File: src/rtl/mips_pkg.sv
// rtl/mips_pkg.sv - shared memory-size encodings and MEM-stage FSM states
package mips_pkg;

  localparam logic [1:0] SIZE_BYTE = 2'b00;
  localparam logic [1:0] SIZE_HALF = 2'b01;
  localparam logic [1:0] SIZE_WORD = 2'b10;

  typedef enum logic {
    ST_IDLE = 1'b0,
    ST_WAIT = 1'b1
  } mem_state_e;

endpackage

File: src/rtl/load_align.sv
// rtl/load_align.sv - load lane select with sign/zero extension
module load_align
  import mips_pkg::*;
(
  input  logic [1:0]  offset,
  input  logic [1:0]  size,
  input  logic        sign_ext,
  input  logic [31:0] rdata,
  output logic [31:0] result
);

  logic [7:0]  byte_lane;
  logic [15:0] half_lane;

  always_comb begin
    byte_lane = rdata[7:0];
    case (offset)
      2'd1:    byte_lane = rdata[15:8];
      2'd2:    byte_lane = rdata[23:16];
      2'd3:    byte_lane = rdata[31:24];
      default: byte_lane = rdata[7:0];
    endcase
    half_lane = offset[1] ? rdata[31:16] : rdata[15:0];
    case (size)
      SIZE_BYTE: result = {{24{sign_ext & byte_lane[7]}}, byte_lane};
      SIZE_HALF: result = {{16{sign_ext & half_lane[15]}}, half_lane};
      default:   result = rdata;
    endcase
  end

endmodule

File: src/rtl/mem_access_stage.sv
// rtl/mem_access_stage.sv - MIPS MEM stage: EX/MEM reg, load/store FSM, MEM/WB reg
// Optional MEM_MISALIGN_TRAP_EN: misaligned half/word accesses trap instead of being aligned.
module mem_access_stage
  import mips_pkg::*;
#(
  parameter int ADDR_W = 32
) (
  input  logic              clk,
  input  logic              reset,
  input  logic              flush,
  input  logic [31:0]       aluResult,
  input  logic [31:0]       reg2Out,
  input  logic [4:0]        muxRegDstOut,
  input  logic              regWrite,
  input  logic              memToReg,
  input  logic              memRead,
  input  logic              memWrite,
  input  logic [1:0]        memSize,
  input  logic              memSigned,
  output logic              mem_req,
  output logic              mem_we,
  output logic [ADDR_W-1:0] mem_addr,
  output logic [3:0]        mem_be,
  output logic [31:0]       mem_wdata,
  input  logic              mem_ack,
  input  logic [31:0]       mem_rdata,
  output logic              stall,
  output logic [31:0]       wbData,
  output logic [31:0]       aluResultOut,
  output logic [31:0]       readDataOut,
  output logic [4:0]        writeRegOut,
  output logic              regWriteOut,
  output logic              memToRegOut,
  output logic              excMisaligned
);

  logic [31:0] alu_q, st_q;
  logic [4:0]  wreg_q;
  logic        regwrite_q, memtoreg_q, memread_q, memwrite_q, signed_q;
  logic [1:0]  size_q;

  mem_state_e  state, state_nx;
  logic [1:0]  off;
  logic        misaligned, trap, mem_op;
  logic [3:0]  be;
  logic [31:0] wdata, load_ext;

  always_ff @(posedge clk) begin
    if (reset) begin
      alu_q      <= '0;
      st_q       <= '0;
      wreg_q     <= '0;
      regwrite_q <= 1'b0;
      memtoreg_q <= 1'b0;
      memread_q  <= 1'b0;
      memwrite_q <= 1'b0;
      size_q     <= '0;
      signed_q   <= 1'b0;
    end else if (!stall) begin
      alu_q      <= aluResult;
      st_q       <= reg2Out;
      wreg_q     <= muxRegDstOut;
      memtoreg_q <= memToReg;
      size_q     <= memSize;
      signed_q   <= memSigned;
      regwrite_q <= regWrite & ~flush;
      memread_q  <= memRead & ~flush;
      memwrite_q <= memWrite & ~flush;
    end
  end

  // Naturally aligned lane offset; a mismatch with the raw bits means misalignment.
  always_comb begin
    case (size_q)
      SIZE_BYTE: off = alu_q[1:0];
      SIZE_HALF: off = {alu_q[1], 1'b0};
      default:   off = 2'b00;
    endcase
    misaligned = (off != alu_q[1:0]);
  end

`ifdef MEM_MISALIGN_TRAP_EN
  assign trap = (memread_q | memwrite_q) & misaligned;
`else
  assign trap = 1'b0;
`endif

  assign mem_op = (memread_q | memwrite_q) & ~trap;

  always_ff @(posedge clk) begin
    if (reset) state <= ST_IDLE;
    else       state <= state_nx;
  end

  always_comb begin
    state_nx = state;
    stall    = 1'b0;
    mem_req  = 1'b0;
    case (state)
      ST_IDLE: begin
        mem_req = mem_op;
        if (mem_op && !mem_ack) begin
          stall    = 1'b1;
          state_nx = ST_WAIT;
        end
      end
      ST_WAIT: begin
        mem_req = 1'b1;
        stall   = ~mem_ack;
        if (mem_ack) state_nx = ST_IDLE;
      end
      default: state_nx = ST_IDLE;
    endcase
  end

  always_comb begin
    be    = 4'b1111;
    wdata = st_q;
    case (size_q)
      SIZE_BYTE: begin
        be    = 4'b0001 << off;
        wdata = {4{st_q[7:0]}};
      end
      SIZE_HALF: begin
        be    = off[1] ? 4'b1100 : 4'b0011;
        wdata = {2{st_q[15:0]}};
      end
      default: ;
    endcase
  end

  // EX/MEM is frozen while mem_req is high, so these stay stable for the access.
  assign mem_addr  = {alu_q[ADDR_W-1:2], 2'b00};
  assign mem_be    = mem_req ? be : 4'b0000;
  assign mem_we    = mem_req & memwrite_q;
  assign mem_wdata = wdata;

  load_align u_load_align (
    .offset   (off),
    .size     (size_q),
    .sign_ext (signed_q),
    .rdata    (mem_rdata),
    .result   (load_ext)
  );

  always_ff @(posedge clk) begin
    if (reset) begin
      aluResultOut  <= '0;
      readDataOut   <= '0;
      writeRegOut   <= '0;
      regWriteOut   <= 1'b0;
      memToRegOut   <= 1'b0;
      excMisaligned <= 1'b0;
    end else if (!stall) begin
      aluResultOut  <= alu_q;
      readDataOut   <= load_ext;
      writeRegOut   <= wreg_q;
      regWriteOut   <= regwrite_q & ~trap;
      memToRegOut   <= memtoreg_q;
      excMisaligned <= trap;
    end else begin
      regWriteOut   <= 1'b0;
      memToRegOut   <= 1'b0;
      excMisaligned <= 1'b0;
    end
  end

  assign wbData = memToRegOut ? readDataOut : aluResultOut;

endmodule

File: config.mk
export PLATFORM = sky130hd
export DESIGN_NAME = mem_access_stage
export DESIGN_NICKNAME = d
export VERILOG_FILES = /design/src/rtl/mips_pkg.sv /design/src/rtl/load_align.sv /design/src/rtl/mem_access_stage.sv
export SDC_FILE = /design/constraint.sdc
export NUM_CORES = 1
export LEC_CHECK = 0
export CAP_MARGIN = 20
export CORE_ASPECT_RATIO = 1.25
export CORE_UTILIZATION = 40
export CTS_BUF_LIST = sky130_fd_sc_hd__clkbuf_2
export DETAILED_ROUTE_END_ITERATION = 7
export PLACE_DENSITY_LB_ADDON = 0.3
export SLEW_MARGIN = 40
export SYNTH_ARGS = -nofsm -noshare
export SYNTH_HDL_FRONTEND = slang
export SYNTH_SLANG_ARGS = --single-unit
File: constraint.sdc
create_clock -name clk -period 2.9 [get_ports clk]
set_input_delay 0.87 -clock clk [delete_from_list [all_inputs] [get_ports clk]]
set_output_delay 0.87 -clock clk [all_outputs]
set_load 0.005 [all_outputs]
==> flow_metrics.tcl, run 1 <==
set metrics [dict create \
    outcome "finished, violations left" \
    violations "negative setup slack" \
    dpl_cell_area_sq_mm 0.009385 \
    yosysWarnings 0 \
    tns_ps -21.31 \
    fin_crit_ps 2919 \
    fillerInstances 1548 \
    synth_top_family_by_area "simple AND/OR/NAND/NOR gates" \
    num_vias 6328 \
    globalRouteOverflowTotal 0 \
    worst_pin_slew_ps 637.3 \
    fin_ws_ps -18.72 \
    rsz0062_at_grt "yes" \
    tritoncts "done" \
    cp-end-kind "primary output" \
    grt_pass1_wl_um 32460 \
    worst_setup_path_start_kind "flop" \
    fin_skew_ps 40.49 \
    die_h_um 147.9 \
    relSlewSlack_pct 57.51 \
    synth_top_area_cell "dfxtp_1" \
    routed_wl_um 21100 \
    synth_edf_count 0 \
    nNetsFinal 1158 \
    synth_compound_area_share_pct 16.98 \
    drt_iter0_markers 257 \
    fmax_mhz 342.6 \
    area_delta_synth_final_pct 44.83 \
    rrSetupSlack_ps 750 \
    muxShareOfSynthArea_pct 10.73 \
    io_buffers 283 \
    arrival_ps 2050 \
    netlist.area_leader.share_pct 43.52 \
    grt_max_degree 125 \
    area.sequential_sq_mm 0.002983 \
    cap_violations 0 \
    dr.pass1.iters 5 \
    synth_area_leaders "dfxtp_1 44%, nand2_1 14%, a21oi_1 8.5%, mux2_2 7.9%, buf_4 6.0%" \
    path_clk_slew_ps 170 \
    syn_area_per_cell_sq_um 8.353 \
    timing.final.max_slew_violations 0 \
    drc 0 \
    ys_ff_latch 148 \
    multi_input_area_sq_mm 0.003149 \
    p_per_area_mw_per_mm2 464.1 \
    core_sq_mm 0.01640 \
    die-area_sq_mm 0.01755 \
    cts_inserted_buffers 17 \
    gp_congestion 0.8317 \
    routedWlPerCell_um 16.54 \
    drive_gt1_share_pct 13.98 \
    ys_types 34 \
    clock-sinks 148 \
    clock_latency_ps 720 \
    start_util_pct 41.52 \
    synth_simple_gate_area_share_pct 18.08 \
    cp_data_required_time_ps 2030 \
    grtUsageTotal_pct 23.76 \
    ir_worst_vdd_mv 0.2558 \
    stdcell_area_sq_mm 0.009859 \
    ant_nets 0 \
    timing.final.crit_share_pct 100.6 \
    place_ws_ps -64.47 \
    finalHoldViolations 0 \
    vias_per_cell 4.959 \
    synthCells 815 \
    finalSetupViolCount 2 \
    grt_pass1_vias 5933 \
    path_class "reg -> out" \
    row_count 52 \
    dieWidth_um 118.7 \
    root_buffer "clkbuf_2" \
    synth_xor_area_share_pct 0 \
    syn_area_sq_mm 0.006808 \
    fin_util_pct 60.13 \
    crit_fanout 15 \
    yosys_most_used_dff "dfxtp_1" \
    antenna_found_initial 1 \
    clockBufferDepth 2 \
    min_path_type "reg -> reg" \
    p_leak_nw 4.323 \
    synthAdderAreaFrac_pct 0 \
    ios 287 \
    ys_seq_area_share_pct 43.52 \
    hpwl_um 14780 \
    h-tree-depth 4 \
    async_flop_share_pct 0 \
]
==> cells by family after synthesis <==
family / after synthesis
AO/OA/AOI/OAI: 184
buffers and inverters: 108
flip-flops: 148
multiplexers: 67
other: 1
AND/OR/NAND/NOR: 307
==> report_power, final <==
group	internal, mW	switching, mW
registers	2.19	0.131
clock network	0.396	0.759
logic	0.644	0.460
==> critical path, stage by stage, from the launching register on <==
cell,delay [ps]
dfxtp_4,410
buf_12,150
mux2_2,340
clkdlybuf4s50_1,460
==> sequential cells by signal (all words and copies together), names as in the netlist <==
register	flops
regWriteOut	1
memwrite_q	1
memtoreg_q	1
alu_q	32
readDataOut	32
writeRegOut	5
memToRegOut	1
aluResultOut	32
st_q	32
signed_q	1
regwrite_q	1
wreg_q	5
state	1
size_q	2
memread_q	1
==> cell usage in the layout (no fill, tap or decap), types with 3 or more instances in the layout <==
master,n
buf_6,4
a22o_1,8
a21oi_1,115
dlymetal6s2s_1,29
mux2_2,47
inv_1,3
buf_12,7
dfxtp_4,4
a22oi_1,8
buf_4,21
mux2i_1,19
buf_2,4
nor2_1,29
o21ai_1,9
dfxtp_1,140
dlygate4sd2_1,12
o221ai_1,7
a211oi_1,14
clkdlybuf4s50_1,224
conb_1,3
clkinvlp_4,4
nand2_1,256
clkbuf_2,24
a211oi_2,11
nand3b_1,10
dfxtp_2,4
clkdlybuf4s15_1,6
o21ai_0,8
==> synthesized netlist by cell type, types with 5 or more instances <==
cell type	count
a22o_1	8
nand3b_1	10
a22oi_1	8
buf_2	10
a21oi_1	115
nand2_1	256
a211oi_1	14
clkbuf_1	22
a211oi_2	11
mux2_2	48
dfxtp_1	148
buf_6	13
nor2_1	30
mux2i_1	19
o21ai_0	10
buf_4	54
o21ai_1	7
buf_1	5
o221ai_1	7
==> metrics by stage <==
stage / instances / total power, mW / hold WS (ps)
finish: 1276 / 4.576 / 457.9
global route: 1276 / 4.828 / 473.4
CTS: 1274 / 4.620 / 459.5
detailed placement: 1231 / 3.451 / 440.2
global placement: 1231 / 3.437 / 434.0
floorplan: 817 / 2.866 / 427.3
==> final timing paths <==
check              startpoint          to  cells past startpoint
setup / recovery  memToRegOut  wbData[19]                      3
hold / removal     memtoreg_q  memtoreg_q                      2
setup reg to reg   memwrite_q   size_q[1]                      8
hold reg to reg    memtoreg_q  memtoreg_q                      2
==> layer usage <==
metal	wire, um	track usage, %	up-vias
li1	-	-	3150
met1	8412	27.35	2970
met2	11030	42.69	186
met3	1270	5.941	22
met4	382	7.911	0
met5	0	0	-
==> area by class of cell <==
cell class,instances,area share [%]
diodes,1,0.02538
clock buffers,19,0.9645
clock inverters,13,1.358
inverters,4,0.2030
multi-input cells,561,31.94
flip-flops and latches,148,30.25
well taps,216,2.741
repair buffers,314,32.51
==> what timing repair did <==
action | CTS | global route
endpoints found under the hold margin | 0 | 0
resized for setup | 70 | 58
pin swaps | 3 | 2
setup endpoints to repair | 62 | 45
cloned | 1 | 0
hold buffers | 0 | 0
buffers inserted | 10 | 1
(Power assumes the default switching activity.)
==> run 2, diff against run 1 <==
--- a/config.mk
+++ b/config.mk
@@ -11,7 +11,6 @@
 export CTS_BUF_LIST = sky130_fd_sc_hd__clkbuf_2
 export DETAILED_ROUTE_END_ITERATION = 7
 export PLACE_DENSITY_LB_ADDON = 0.3
-export SLEW_MARGIN = 40
 export SYNTH_ARGS = -nofsm -noshare
 export SYNTH_HDL_FRONTEND = slang
 export SYNTH_SLANG_ARGS = --single-unit
==> results of run 2 <==
The final DEF is identical to that of run 1; final timing and power are the same.
